## src/rtl/ring_pkg.sv

```systemverilog
// Shared types and constants for the ring-stop link blocks.
package ring_pkg;

    // Default flit width; top-level ports follow the WIDTH parameter.
    localparam int unsigned FLIT_W = 64;

    // Credit and starvation counters share this width (limits are 1..15).
    localparam int unsigned CRD_W = 4;

    typedef logic [FLIT_W-1:0] flit_t;

    typedef enum logic {
        PASS_PRI,
        LOC_FORCE
    } arb_state_e;

endpackage

```

## src/rtl/ring_credit_cnt.sv

```systemverilog
// Credit counter: take/return accounting, saturating at MAX, with a sticky
// overflow flag for a return that arrives while already full.
module ring_credit_cnt import ring_pkg::*; #(
    parameter int unsigned MAX = 2
) (
    input  logic             clk,
    input  logic             rst,
    input  logic             iTake,
    input  logic             iRet,
    output logic [CRD_W-1:0] oCount,
    output logic             oErr
);

    localparam logic [CRD_W-1:0] MaxCnt = CRD_W'(MAX);
    localparam logic [CRD_W-1:0] One    = CRD_W'(1);

    logic [CRD_W-1:0] countQ;
    logic             errQ;

    // Simultaneous take and return cancel; a lone return at full only flags overflow.
    always_ff @(posedge clk or posedge rst) begin
        if (rst) begin
            countQ <= MaxCnt;
            errQ   <= 1'b0;
        end else if (iTake && !iRet) begin
            countQ <= countQ - One;
        end else if (iRet && !iTake) begin
            if (countQ == MaxCnt) begin
                errQ <= 1'b1;
            end else begin
                countQ <= countQ + One;
            end
        end
    end

    assign oCount = countQ;
    assign oErr   = errQ;

endmodule

```

## src/rtl/ring_link_tx.sv

```systemverilog
// Ring-stop transmit side: arbitrates pass-through and local flits onto one
// credit-controlled link, ring first, with a starvation guard for local.
module ring_link_tx import ring_pkg::*; #(
    parameter int unsigned WIDTH        = 64,
    parameter int unsigned CREDITS      = 2,
    parameter int unsigned STARVE_LIMIT = 4
) (
    input  logic             clk,
    input  logic             rst,
    input  logic             iPassVld,
    input  logic [WIDTH-1:0] iPassDat,
    output logic             oPassRdEn,
    input  logic             iLocVld,
    input  logic [WIDTH-1:0] iLocDat,
    output logic             oLocRdy,
    output logic             oLinkVld,
    output logic [WIDTH-1:0] oLinkDat,
    input  logic             iCreditRet,
    output logic [CRD_W-1:0] oCredits,
    output logic             oErr
);

    localparam logic [CRD_W-1:0] StarveLim = CRD_W'(STARVE_LIMIT);
    localparam logic [CRD_W-1:0] StarveMax = '1;
    localparam logic [CRD_W-1:0] One       = CRD_W'(1);

    arb_state_e       stateQ;
    logic [CRD_W-1:0] starveQ;
    logic [CRD_W-1:0] starveD;
    logic             linkVldQ;
    logic [WIDTH-1:0] linkDatQ;

    logic             canSend;
    logic             passGnt;
    logic             locGnt;
    logic             anyGnt;

    assign canSend = (oCredits != '0);

    // Priority grant; at most one source per cycle and only with a credit in hand.
    always_comb begin
        passGnt = 1'b0;
        locGnt  = 1'b0;
        if (canSend) begin
            unique case (stateQ)
                PASS_PRI: begin
                    passGnt = iPassVld;
                    locGnt  = iLocVld && !iPassVld;
                end
                LOC_FORCE: begin
                    locGnt  = iLocVld;
                    passGnt = iPassVld && !iLocVld;
                end
            endcase
        end
    end

    assign anyGnt    = passGnt || locGnt;
    assign oPassRdEn = passGnt;
    assign oLocRdy   = locGnt;

    // Count pass grants taken while local waits; cleared once local moves or leaves.
    always_comb begin
        starveD = starveQ;
        if (!iLocVld || locGnt) begin
            starveD = '0;
        end else if (passGnt && starveQ != StarveMax) begin
            starveD = starveQ + One;
        end
    end

    // Arbiter state, starvation count and the registered link stage.
    always_ff @(posedge clk or posedge rst) begin
        if (rst) begin
            stateQ   <= PASS_PRI;
            starveQ  <= '0;
            linkVldQ <= 1'b0;
            linkDatQ <= '0;
        end else begin
            starveQ  <= starveD;
            linkVldQ <= anyGnt;
            if (anyGnt) begin
                linkDatQ <= passGnt ? iPassDat : iLocDat;
            end
            unique case (stateQ)
                PASS_PRI: begin
                    // Switch on the pass grant that brings the count to the limit.
                    if (iLocVld && starveD >= StarveLim) begin
                        stateQ <= LOC_FORCE;
                    end
                end
                LOC_FORCE: begin
                    if (locGnt || !iLocVld) begin
                        stateQ <= PASS_PRI;
                    end
                end
            endcase
        end
    end

    assign oLinkVld = linkVldQ;
    assign oLinkDat = linkDatQ;

    ring_credit_cnt #(
        .MAX (CREDITS)
    ) uCredit (
        .clk    (clk),
        .rst    (rst),
        .iTake  (anyGnt),
        .iRet   (iCreditRet),
        .oCount (oCredits),
        .oErr   (oErr)
    );

endmodule

```

## config.mk

```make
export PLATFORM = sky130hd
export DESIGN_NAME = ring_link_tx
export DESIGN_NICKNAME = d
export VERILOG_FILES = /design/src/rtl/ring_pkg.sv /design/src/rtl/ring_credit_cnt.sv /design/src/rtl/ring_link_tx.sv
export SDC_FILE = /design/constraint.sdc
export NUM_CORES = 1
export LEC_CHECK = 0
export CORE_MARGIN = 2
export CORE_UTILIZATION = 30
export CTS_CLUSTER_DIAMETER = 30
export DETAILED_ROUTE_END_ITERATION = 10
export PLACE_DENSITY = 0.62
export SYNTH_ARGS = -nofsm -noshare
export SYNTH_HDL_FRONTEND = slang
export SYNTH_SLANG_ARGS = --single-unit
export TNS_END_PERCENT = 20
```

## constraint.sdc

```tcl
create_clock -name clk -period 5.95 [get_ports clk]
set_clock_uncertainty 0.1 [all_clocks]
set_input_delay 1.19 -clock clk [delete_from_list [all_inputs] [get_ports clk]]
set_output_delay 1.19 -clock clk [all_outputs]
set_load 0.005 [all_outputs]
```

==> results of run 1 <==
critical path: cells and delay by family:
family	cells	cell delay (ns)
compound gates	1	0.46
simple gates	1	0.12
buf+inv	3	1.08
sequential cells by signal, summed over array words and instances, names as in the netlist:
register / count
oLinkVld: 1
stateQ: 1
oLinkDat: 64
uCredit.oErr: 1
uCredit.oCount: 4
starveQ: 4
layer usage:
| metal | share of wire (%) | track usage (%) |
|---|---|---|
| met5 | 0 | 0 |
| met4 | 2.0 | 6.26 |
| met3 | 7.9 | 3.96 |
| met2 | 48 | 29.6 |
| met1 | 42 | 20.4 |
kinds of logic after synthesis:
logic type / after synthesis
AOI/OAI and AO/OA: 81
xor gates and xnor gates: 3
adders and majority gates: 6
buffers and inverters: 36
DFF: 75
and+or+nand+nor: 218
placed cells by master, fill, tap and decap left out, drive strengths merged:
master,count
a41o,1
nor4,1
nand3,6
ha,5
xor2,2
and4,1
o21bai,1
o31ai,1
a31oi,67
nand2,132
o21ai,3
nor3b,1
clkinv,4
and3,2
or4,1
nor3,2
clkbuf,12
a41oi,1
dfrtp,74
fa,1
xnor2,1
dfstp,1
clkdlybuf4s50,204
nor2b,4
buf,4
a311oi,1
nor2,68
a21boi,2
a21oi,3
inv,7
a21o,1
power breakdown:
| part | total (mW) | internal, mW | leakage [nW] | switching, mW |
|---|---|---|---|---|
| sequential | 0.789 | 0.682 | 0.878 | 0.107 |
| combinational | 0.862 | 0.497 | 1.52 | 0.365 |
| clock | 0.482 | 0.289 | 0.132 | 0.193 |
| total | 2.13 | 1.47 | 2.53 | 0.665 |
final cells by class:
type | count | area (um2)
fill | 1108 | 5590
tap | 143 | 179
clock inverter | 3 | 15.0
clock buffer | 12 | 246
sequential | 75 | 1880
timing repair buffer | 208 | 2070
inverter | 8 | 31.3
multi-input combinational | 308 | 1500
stage by stage:
step | utilization [%] | power, mW | setup slack (ns)
2_1_floorplan | - | 1.15 | 2.75
3_3_place_gp | 49.2 | 1.65 | 1.84
3_5_place_dp | 49.2 | 1.67 | 1.82
4_1_cts | 51.4 | 2.17 | 1.80
5_1_grt | 51.4 | 2.28 | 1.68
6_report | 51.4 | 2.13 | 1.81
worst paths after layout:
kind | start | endpoint | slack, ns | cells after the start
max | iPassVld | oPassRdEn | 1.81 | 5
min | uCredit.oErr | uCredit.oErr | 0.39 | 1
max reg2reg | uCredit.oCount[0] | uCredit.oCount[3] | 2.91 | 8
min reg2reg | uCredit.oErr | uCredit.oErr | 0.39 | 1
max in group asynchronous | rst | uCredit.oCount[1] | 3.62 | 3
min in group asynchronous | rst | oLinkDat[36] | 1.15 | 2
==> out/metrics.yaml, run 1 <==
tns_ns: 0
rsz0062_at_grt: "no"
drtIter0Drc: 241
dp_hpwl_um: 7780
critPathMaxFanout: 4
fmax_ghz: 0.242
hold_violations: 0
synthArstFlopShare_pct: 100
post_drt_wl_per_cell_um: 14.6
numCtsBuffers: 9
ys_ff_latch: 75
synth_fp_nets: 558
cts_tree: "built"
fin_crit_ns: 4.14
cts_root_buf: "clkbuf_16"
synth-compound-area-share_pct: 14.6
slew_viol_final: 0
criticalPathCategory: "in2out"
wirelength_um: 11000
clock_latency_ns: 0.32
synthCells: 419
die_height_um: 113
gp_congestion: 0.811
synth_common_cells: "nand2_1, dfrtp_1, nor2_1, a31oi_1, clkbuf_1"
antenna_cells: 0
timing.hold.ws_ns: 0.389
grt_start_max_net_pins: 87
h-tree-depth: 3
fin_crit_sh_pct: 69.5
synth_edf_count: 0
synth.yosys.warnings: 0
ctsResizeCount: 0
start_kind: "input port"
instances_no_fill: 757
yosysSeqAreaShare_pct: 52.6
rows: 39
synth.area.mux_share_pct: 0
clk_path_buf_depth: 2
drive_gt1_share_pct: 3.91
powerDensity_nw_per_um2: 360
antenna_found_initial: 0
vias_per_cell: 4.75
synth.most_common_cell: "nand2_1"
syn_to_final_growth_pct: 65.9
synthFlopType: "dfrtp_1"
start_util_pct: 31.0
arrival_ns: 2.85
cp_data_required_time_ns: 4.66
violations: "design-rule violations"
worst_setup_path_end_kind: "primary output"
postLayoutCellArea_um2: 5920
maxCapViolations: 0
ctsHoldBuffers: 0
ir_drop_mv: 0.158
synth-adder-area-share_pct: 2.31
slowest_delay_ns: 0.50
layout.nets: 749
post_cts_buffers: 0
hp-class: "reg2reg"
synth.top_cell.area_share_pct: 51.9
synth_top_family_by_area: "simple AND/OR/NAND/NOR gates"
slowest_stage: "clkdlybuf4s50_1"
clock-sinks: 75
via_count: 3594
setup_viol: 0
grt_pass1_vias: 3604
yosys-top-cells-area: "dfrtp_1, nand2_1, a31oi_1"
grt_overflow: 0
slew_headroom_pct: 38.3
syn_area_um2: 3570
ys_types: 33
cts.clk_slew.worst_paths_ns: 0.05
cpMostUsedCell: "clkdlybuf4s50_1"
die_w_um: 113
tightestPinTransition_ns: 0.924
synth-simple-area-share_pct: 24.2
dpl-instance-area_um2: 5660
antenna_left: 0
port_buffers: 204
dp_cells: 742
drc: 14
grt_use_total_pct: 17.0
path_cells: "clkdlybuf4s50_1 -> a21boi_0 -> nand2_2 -> inv_2 -> clkdlybuf4s50_1"
io-pin-count: 205
outcome: "finished with violations"
core_um2: 11500
yosys.area.top_type: "dfrtp_1"
grt_pass1_wl_um: 17500
leakagePower_nw: 2.53
die_area_um2: 12800
first_pass_iters: 10
syn_area_per_cell_um2: 8.52
synth-xor-area-share_pct: 0.736
No activity file was read; power rests on OpenSTA's default activity.
==> inputs of run 2 (changes only) <==
==> constraint.sdc (replaced) <==
create_clock -name clk -period 4 [get_ports clk]
set_clock_uncertainty 0.1 [all_clocks]
set_input_delay 0.8 -clock clk [delete_from_list [all_inputs] [get_ports clk]]
set_output_delay 0.8 -clock clk [all_outputs]
set_load 0.005 [all_outputs]
==> run 2 against run 1 <==
The flow still finishes with violations (design-rule violations). Worst setup slack got worse by 1.1 ns. Total power increased by 54%. Clock power increased by 72%. Sequential cell count unchanged. Cell count increased by 0.26%. First-iteration DRC count unchanged. Die area unchanged. Sequential power increased by 48%. Critical path depth unchanged. Clock-buffer cell count unchanged. Combinational power increased by 48%. Global-route usage about the same.
==> out/metrics.yaml, run 2 (synthesis gave the netlist of run 1 again) <==
port_buffers: 204
slew_headroom_pct: 38.5
layout_setup_ws_ns: 0.667
start_kind: "input port"
clock-sinks: 75
antenna_found_initial: 0
instances_no_fill: 759
fmax_ghz: 0.300
clock_latency_ns: 0.32
rows: 39
hold_violations: 0
grt_pass1_vias: 3634
worst_setup_path_end_kind: "primary output"
fin_crit_ns: 3.33
critPathLaunch: "iPassVld"
final_cell_mix: "clkdlybuf4s50_1, nand2_1, dfrtp_1"
die_area_um2: 12800
ctsHoldBuffers: 0
syn_to_final_growth_pct: 67.6
grt_overflow: 0
wirelength_um: 10900
arrival_ns: 2.43
critPathCapture: "oPassRdEn"
postLayoutCellArea_um2: 5980
grt_use_total_pct: 17.0
grt_start_max_net_pins: 93
final_common_cell: "clkdlybuf4s50_1"
dp_worst_setup_slack_ns: 0.683
cts_tree: "built"
rrSetupSlack_ns: 1.22
core_um2: 11500
dp_cells: 743
ir_drop_mv: 0.301
rr_endpoint: "uCredit.oCount[3]"
start_util_pct: 31.0
cts.clk_slew.worst_paths_ns: 0.06
first_pass_iters: 8
ctsResizeCount: 0
io-pin-count: 205
tns_ns: 0
leakagePower_nw: 2.55
slew_viol_final: 0
drive_gt1_share_pct: 4.55
rr_worst_depth: 8
maxCapViolations: 0
largest_reg_flops: 64
drtIter0Drc: 241
die_w_um: 113
critPathMaxFanout: 4
via_count: 3653
timing.hold.ws_ns: 0.361
hp-class: "reg2reg"
antenna_cells: 0
criticalPathCategory: "in2out"
fin_crit_sh_pct: 83.3
post_drt_wl_per_cell_um: 14.3
setup_viol: 0
powerDensity_nw_per_um2: 548
power_mw: 3.28
layout.nets: 750
cts_root_buf: "clkbuf_16"
numCtsBuffers: 9
cp_data_required_time_ns: 3.10
grt_pass1_wl_um: 17500
drc: 15
tightestPinTransition_ns: 0.922
dpl-instance-area_um2: 5670
gp_congestion: 0.770
post_cts_buffers: 0
rsz0062_at_grt: "no"
clk_path_buf_depth: 2
r2r-start: "uCredit.oCount[0]"
fin_util_pct: 52.0
dp_hpwl_um: 7550
vias_per_cell: 4.81
die_height_um: 113
violations: "design-rule violations"
antenna_left: 0
h-tree-depth: 3
outcome: "finished with violations"
run 2: cell count changes in the layout (fill, tap and decap cells not counted):
| cell | before | now |
|---|---|---|
| buf_4 | 4 | 5 |
| bufinv_16 | 0 | 1 |
| clkbuf_1 | 2 | 0 |
| clkbuf_8 | 1 | 3 |
| clkinv_2 | 4 | 3 |
| clkinvlp_4 | 0 | 1 |
run 2: where the power goes:
part,internal (mW),switching (mW),total (mW),leakage (nW)
Sequential,1.01,0.154,1.17,0.878
Combinational,0.740,0.541,1.28,1.52
Clock,0.532,0.298,0.830,0.155
Total,2.29,0.994,3.28,2.55
run 2: how the worst min path moves through the flow:
stage          depth (start not counted)    startpoint           end
3_5_place_dp                           1  uCredit.oErr  uCredit.oErr
5_1_grt                                1  uCredit.oErr  uCredit.oErr
2_1_floorplan                          1  uCredit.oErr  uCredit.oErr
4_1_cts                                1  uCredit.oErr  uCredit.oErr
3_3_place_gp                           1  uCredit.oErr  uCredit.oErr
6_report                               1  uCredit.oErr  uCredit.oErr
run 2: layout make-up:
type / count / area (um2)
clock buffer: 12 / 267
clock inverter: 4 / 47.5
fill: 1145 / 5530
inverter: 8 / 31.3
multi-input combinational: 308 / 1500
sequential: 75 / 1880
tap: 143 / 179
timing repair buffer: 209 / 2080
run 2: worst max-delay path, cell delays in order:
cell	delay [ns]
clkdlybuf4s50_1	0.50
a21boi_0	0.43
nand2_2	0.13
inv_2	0.08
clkdlybuf4s50_1	0.49
run 2: metal layers:
metal	up-vias	GRT usage, %	part of all wire, %
met2	148	29.2	48
met5	-	0	0
met1	1694	21.1	42
met4	0	5.77	1.6
met3	16	3.75	8.4
li1	1795	-	-
